--- config.mk ---
export PLATFORM = sky130hd
export DESIGN_NAME = serv_sleep_ctrl
export DESIGN_NICKNAME = d
export VERILOG_FILES = /design/src/rtl/serv_sleep_ctrl.sv
export SDC_FILE = /design/constraint.sdc
export NUM_CORES = 1
export LEC_CHECK = 0
export BUFFER_PORTS_ARGS = -buffer_cell sky130_fd_sc_hd__buf_2
export CAP_MARGIN = 20
export CORE_MARGIN = 8
export CORE_UTILIZATION = 40
export DETAILED_ROUTE_END_ITERATION = 7
export PLACE_DENSITY = 0.67
export SETUP_SLACK_MARGIN = 0.4
export SLEW_MARGIN = 25
export SYNTH_ARGS = -nofsm -noshare
export SYNTH_HDL_FRONTEND = slang
export SYNTH_SLANG_ARGS = --single-unit
--- constraint.sdc ---
create_clock -name i_clk -period 2.4 [get_ports i_clk]
set_input_delay 0.12 -clock i_clk [delete_from_list [all_inputs] [get_ports i_clk]]
set_output_delay 0.12 -clock i_clk [all_outputs]
set_load 0.03 [all_outputs]
--- src/rtl/serv_sleep_ctrl.sv ---
// WFI sleep/wake controller: REQ/ack handshake into SLEEP, masked pending wake, restart delay.
// All outputs registered (1 cycle); wakeup pulse WAKE_DLY+2 cycles after a wake in SLEEP; no backpressure.
module serv_sleep_ctrl #(
  parameter int IRQ_W    = 2,
  parameter int WAKE_DLY = 4
) (
  input  logic             i_clk,
  input  logic             i_rst_n,
  input  logic [IRQ_W-1:0] i_irq,
  input  logic [IRQ_W-1:0] i_irq_en,
  input  logic [IRQ_W-1:0] i_pend_clr,
  input  logic             i_wfi,
  input  logic             i_cnt_done,
  input  logic             i_sleep_ack,
  output logic             o_sleep_req,
  output logic             o_asleep,
  output logic             o_wakeup_req,
  output logic [IRQ_W-1:0] o_pending
);

  typedef enum logic [1:0] {RUN, REQ, SLEEP, WAKE} state_t;

  state_t     state_q, state_d;
  logic [7:0] cnt_q, cnt_d;
  logic       wake;
  logic       wakeup_d;

  // Live sources and already-latched pending bits both count, gated by the mask.
  assign wake = |((i_irq | o_pending) & i_irq_en);

  always_comb begin
    state_d  = state_q;
    cnt_d    = cnt_q;
    wakeup_d = 1'b0;
    case (state_q)
      RUN: begin
        if (i_wfi && i_cnt_done) begin
          if (wake) wakeup_d = 1'b1;
          else      state_d  = REQ;
        end
      end
      REQ: begin
        if (wake) begin
          state_d  = RUN;
          wakeup_d = 1'b1;
        end else if (i_sleep_ack) begin
          state_d = SLEEP;
        end
      end
      SLEEP: begin
        if (wake) begin
          state_d = WAKE;
          cnt_d   = 8'(WAKE_DLY);
        end
      end
      WAKE: begin
        if (cnt_q != 8'd0) begin
          cnt_d = cnt_q - 8'd1;
        end else begin
          state_d  = RUN;
          wakeup_d = 1'b1;
        end
      end
      default: state_d = RUN;
    endcase
  end

  // Outputs are decoded from the next state so they line up with the state register.
  always_ff @(posedge i_clk) begin
    if (!i_rst_n) begin
      state_q      <= RUN;
      cnt_q        <= 8'd0;
      o_sleep_req  <= 1'b0;
      o_asleep     <= 1'b0;
      o_wakeup_req <= 1'b0;
      o_pending    <= '0;
    end else begin
      state_q      <= state_d;
      cnt_q        <= cnt_d;
      o_sleep_req  <= (state_d == REQ) || (state_d == SLEEP);
      o_asleep     <= (state_d == SLEEP);
      o_wakeup_req <= wakeup_d;
      o_pending    <= i_irq | (o_pending & ~i_pend_clr);
    end
  end

endmodule

# Word level (Yosys, flattened, before mapping)
# Cells that the tools add are included.
[word_totals]
reg_bits = 15
in_bits = 11
word_cells = 40
[classes]
n_addsub = 1
n_eq_ne = 7
n_mux = 14
bitwise_logic = 5
n_reduce_logical = 7
[ops]
columns = ["cell", "count"]
rows = [
  ["two-way mux 8 bit", 2],
  ["one-hot mux 8 bit (2 select lines)", 1],
  ["two-way mux 2 bit", 6],
  ["one-hot mux 2 bit (4 select lines)", 1],
  ["nonzero test 8 bit", 1],
  ["subtractor 8 x 1 -> 8 bit (second input constant)", 1],
  ["== test 2 bit (second input constant)", 3],
  ["AND 2 bit", 2],
  ["== test 2 x 1 -> 1 bit (second input constant)", 2],
  ["!= test 2 bit (second input constant)", 2],
  ["bitwise OR 2 bit", 2],
  ["two-way mux 1 bit", 3],
  ["one-hot mux 1 bit (3 select lines)", 1],
  ["AND reduction 3 bit", 1],
  ["logical NOT 2 bit", 1],
  ["NOT 2 bit", 1],
  ["nonzero test 2 bit", 1],
  ["OR reduction 2 bit", 1],
  ["logical AND 1 bit", 1],
  ["logical OR 1 bit", 1],
]

# Depth between registers and ports, before layout
[depth]
word_depth = 8
ltp_mapped = 8
depth_no_buf = 7

# Worst setup path after synthesis
# Ideal clock, no wire load.
[synth_timing]
path_kind = "register -> register"
start = "reg cnt_q[0]"
end = "reg cnt_q[4]"
setup_time_ns = 0.070
arrival_ns = 1.677
required_time_ns = 2.330
slack_ns = 0.653
path_stages_with_launch = 8
n_path_buf = 1
period_less_slack_ns = 1.747
cell_sequence = "dfxtp_1 -> inv_1 -> ha_1 -> nor3b_2 -> and3_1 -> buf_6 -> or4_1 -> a21oi_1"
[synth_via]
elab_chain_len = 3
[synth_rtl]
columns = ["item", "line_no", "source"]
rows = [
  ["start, declared", "24", "logic [7:0] cnt_q, cnt_d;"],
  ["start signal, assigned", "79", "cnt_q <= cnt_d;"],
  ["subtractor 8 x 1 -> 8 bit / nonzero test 8 bit (equally long branches)", "58, 57", ""],
  ["two-way mux 8 bit / != test 2 bit (equally long branches)", "-", ""],
  ["one-hot mux 8 bit (2 select lines) / AND reduction 3 bit (equally long branches)", "-", ""],
]
# Several ways; a longest one is shown, not always the timed one. The select of a mux whose other input is x is not followed.
# A chain may end at the register's enable or synchronous reset.

# Final worst setup path
[layout_timing]
start = "reg cnt_q[0]"
end = "reg cnt_q[6]"
# Same word-level chain as after synthesis.

==> impl_metrics.sql <==
INSERT INTO impl_metrics (metric_group, metric, value, unit) VALUES
('hold_path', 'worst_hold_path_startpoint', 'i_irq[0]', ''),
('floorplan', 'floorplan.core_area', '1920', 'µm²'),
('route', 'vias', '705', ''),
('floorplan', 'row_count', '16', ''),
('setup_path', 'arrival_time_at_the_worst_endpoint', '2.05', 'ns'),
('clocking', 'clkSlewWorstSetupHoldPaths', '0.09', 'ns'),
('timing', 'rsz0062_at_grt', 'no', ''),
('placement', 'hpwl', '1.38', 'mm'),
('clocking', 'tritoncts.num_buffers', '3', ''),
('synthesis', 'postSynth.topFlopCell', 'dfxtp_1', ''),
('power_and_ir_drop', 'power_density', '502', 'nW/µm²'),
('setup_path', 'crit_path_cell_trace', 'inv_1 -> ha_1 -> nor3b_4 -> and3_1 -> or4_1 -> a21oi_1', ''),
('placement', 'io_buffers', '15', ''),
('setup_path', 'endpoint_kind', 'flip-flop', ''),
('flow_run', 'drv_cap', '0', ''),
('route', 'detailedRoute.firstIterationViolations', '14', ''),
('synthesis', 'synth_enable_flop_cells', '0', ''),
('setup_path', 'critical_path.startpoint_type', 'flip-flop', ''),
('clocking', 'clk_root_buffer_cell', 'clkbuf_4', ''),
('floorplan', 'top_level_ports', '16', ''),
('synthesis', 'yosysUniqueCellTypes', '31', ''),
('status', 'run_status', 'complete, no violations', ''),
('setup_path', 'timing.rr.end', 'cnt_q[6]$_SDFFE_PN0P_', ''),
('cells_and_area', 'fillers', '203', ''),
('floorplan', 'dieArea', '3670', 'µm²'),
('synthesis', 'netlist.top_cell.by_area', 'dfxtp_1', ''),
('clocking', 'total_setup_buffers_inserted_after_cts', '0', ''),
('setup_path', 'slowest_delay', '0.48', 'ns'),
('synthesis', 'yosysSeqAreaShare', '0.377', ''),
('global_routing', 'grt_usage', '0.110', ''),
('hold_path', 'min_delay_path_depth', '2', ''),
('power_and_ir_drop', 'p_total', '458', 'µW'),
('clocking', 'cts_tree', 'built', ''),
('floorplan', 'overall_die_height', '60.6', 'µm'),
('hold_path', 'worstHoldPathType', 'in -> reg', ''),
('cells_and_area', 'finish.instance_area', '912', 'µm²'),
('synthesis', 'async_reset_ff_frac', '0', ''),
('clocking', 'cts_buffer_depth', '2', ''),
('clocking', 'clkSinkCount', '15', ''),
('synthesis', 'synthTopCellsByCount', 'dfxtp_1, nor2_1, a21oi_1', ''),
('setup_path', 'critPathSlowestCell', 'or4_1', ''),
('setup_path', 'worstPathRequired', '2.61', 'ns'),
('timing', 'postLayoutSetupSlackWorst', '0.566', 'ns'),
('power_and_ir_drop', 'worst_ir_drop_vdd', '288', 'µV'),
('clocking', 'cts.htree.levels', '1', ''),
('synthesis', 'synth_warnings', '0', ''),
('floorplan', 'effective_utilization_at_floorplan', '0.414', ''),
('route', 'route.final.wire_length', '1.82', 'mm'),
('synthesis', 'synthMostInstantiatedCell', 'dfxtp_1', ''),
('timing', 'post-route-period-util', '0.764', ''),
('route', 'via_per_inst', '5.38', ''),
('power_and_ir_drop', 'cell_leakage_power', '0.000364', 'µW'),
('timing', 'setup_viol_count_final', '0', ''),
('synthesis', 'postSynthCellCount', '89', ''),
('setup_path', 'rrSetupSlack', '0.57', 'ns'),
('setup_path', 'worstRegToRegCells', '6', ''),
('timing', 'tightestPinTransition', '0.634', 'ns'),
('setup_path', 'reg_to_reg_startpoint', 'cnt_q[0]$_SDFFE_PN0P_', ''),
('setup_path', 'path_class', 'reg -> reg', ''),
('timing', 'fin_crit_period', '1.83', 'ns'),
('cells_and_area', 'flow.area_growth_from_synthesis', '14.6', '%'),
('placement', 'post-place-ws', '0.585', 'ns'),
('route', 'ant_nets', '0', ''),
('cells_and_area', 'antenna-diode-count', '0', ''),
('timing', 'timing.clock.skew', '0.00177', 'ns'),
('synthesis', 'synth_area_leaders', 'dfxtp_1, ha_1, nor2b_1', ''),
('cells_and_area', 'drive_gt1_frac', '0.202', ''),
('route', 'wire_per_inst', '13.9', 'µm'),
('route', 'route.detailed.drc', '0', ''),
('synthesis', 'synth.cell_area', '796', 'µm²'),
('synthesis', 'syn_area_per_cell', '8.94', 'µm²');
[final cells by class]
cell class / instances / area (µm²) / area share
Clock buffer: 4 / 26.3 / 0.0288
Inverter: 3 / 11.3 / 0.0123
Multi-Input combinational cell: 67 / 465 / 0.510
Sequential cell: 15 / 300 / 0.329
Tap cell: 27 / 33.8 / 0.0370
Timing Repair Buffer: 15 / 75.1 / 0.0823
[cell families (layout without fill, tap and decap cells)]
| group | after synthesis | in the layout | synth area share |
|---|---|---|---|
| mux | 2 | 2 | 0.0252 |
| simple gates | 36 | 36 | 0.278 |
| compound gates | 25 | 25 | 0.215 |
| xor+xnor | 1 | 1 | 0.0110 |
| fa+ha+maj | 3 | 3 | 0.0472 |
| flops | 15 | 15 | 0.377 |
| buf+inv | 7 | 22 | 0.0456 |
[cell usage in the layout, fill, tap and decap left out, drive strengths merged]
cell type | netlist | routed
a2111oi | 2 | 2
a211o | 1 | 1
a211oi | 3 | 3
a21boi | 1 | 1
a21oi | 6 | 6
a41oi | 2 | 2
and2 | 2 | 2
and3 | 2 | 2
buf | 3 | 15
clkbuf | 1 | 4
dfxtp | 15 | 15
ha | 3 | 3
inv | 3 | 3
mux2i | 2 | 2
nand2 | 3 | 3
nand2b | 2 | 2
nand3 | 4 | 4
nand3b | 2 | 2
nor2 | 7 | 7
nor2b | 5 | 5
nor3 | 3 | 3
nor3b | 1 | 1
nor4 | 1 | 1
nor4bb | 1 | 1
o21a | 4 | 4
o21ai | 3 | 3
o31ai | 3 | 3
or2 | 1 | 1
or4 | 2 | 2
xnor2 | 1 | 1
[what timing repair did]
item / in CTS / in global routing
hold endpoints to repair: 0 / 0
resized for setup: 0 / 1
endpoints found under the setup margin: 0 / 1
[how the worst max path moves through the flow]
stage,from,endpoint,slack [ns],depth (start not counted)
2_1_floorplan,cnt_q[0]$_SDFFE_PN0P_,cnt_q[4]$_SDFFE_PN0P_,0.65,7
3_3_place_gp,cnt_q[0]$_SDFFE_PN0P_,cnt_q[6]$_SDFFE_PN0P_,0.66,6
3_5_place_dp,cnt_q[0]$_SDFFE_PN0P_,cnt_q[4]$_SDFFE_PN0P_,0.58,6
4_1_cts,cnt_q[0]$_SDFFE_PN0P_,cnt_q[4]$_SDFFE_PN0P_,0.56,6
5_1_grt,cnt_q[0]$_SDFFE_PN0P_,o_sleep_req$_SDFF_PN0_,0.44,7
6_report,cnt_q[0]$_SDFFE_PN0P_,cnt_q[6]$_SDFFE_PN0P_,0.57,6
[state kept, by name, indices dropped and copies added, names as in the netlist]
signal,count
o_wakeup_req,1
o_sleep_req,1
cnt_q,8
o_pending,2
o_asleep,1
state_q,2
[routing by layer]
| layer | GRT usage | share of wire | wire length [µm] |
|---|---|---|---|
| met5 | 0 | 0 | 0 |
| met3 | 0.0360 | 0.039 | 71 |
| met4 | 0.0631 | 0.0055 | 10 |
| met1 | 0.120 | 0.48 | 876 |
| met2 | 0.183 | 0.47 | 864 |
[worst max-delay path, delay by kind of cell (launching register included)]
family                   cells  cell delay (ns)
buffers and inverters        1             0.08
AO/OA/AOI/OAI                1             0.15
AND/OR/NAND/NOR              3             0.91
adder cells (fa/ha/maj)      1             0.21
flip-flops                   1             0.41
[through the flow]
stage	cells	hold WS (ns)	util
floorplan	89	0.244	-
global placement	127	0.356	0.458
detailed placement	127	0.364	0.458
CTS	131	0.0647	0.471
global route	131	0.0567	0.475
finish	131	0.0724	0.475
[where the power goes]
part / internal, µW / switching [µW] / total [µW]
Sequential: 255 / 6.00 / 261
Clock: 64.5 / 79.6 / 144
Combinational: 21.6 / 31.7 / 53.3
Total: 341 / 117 / 458
No activity file was read; power rests on OpenSTA's default activity.
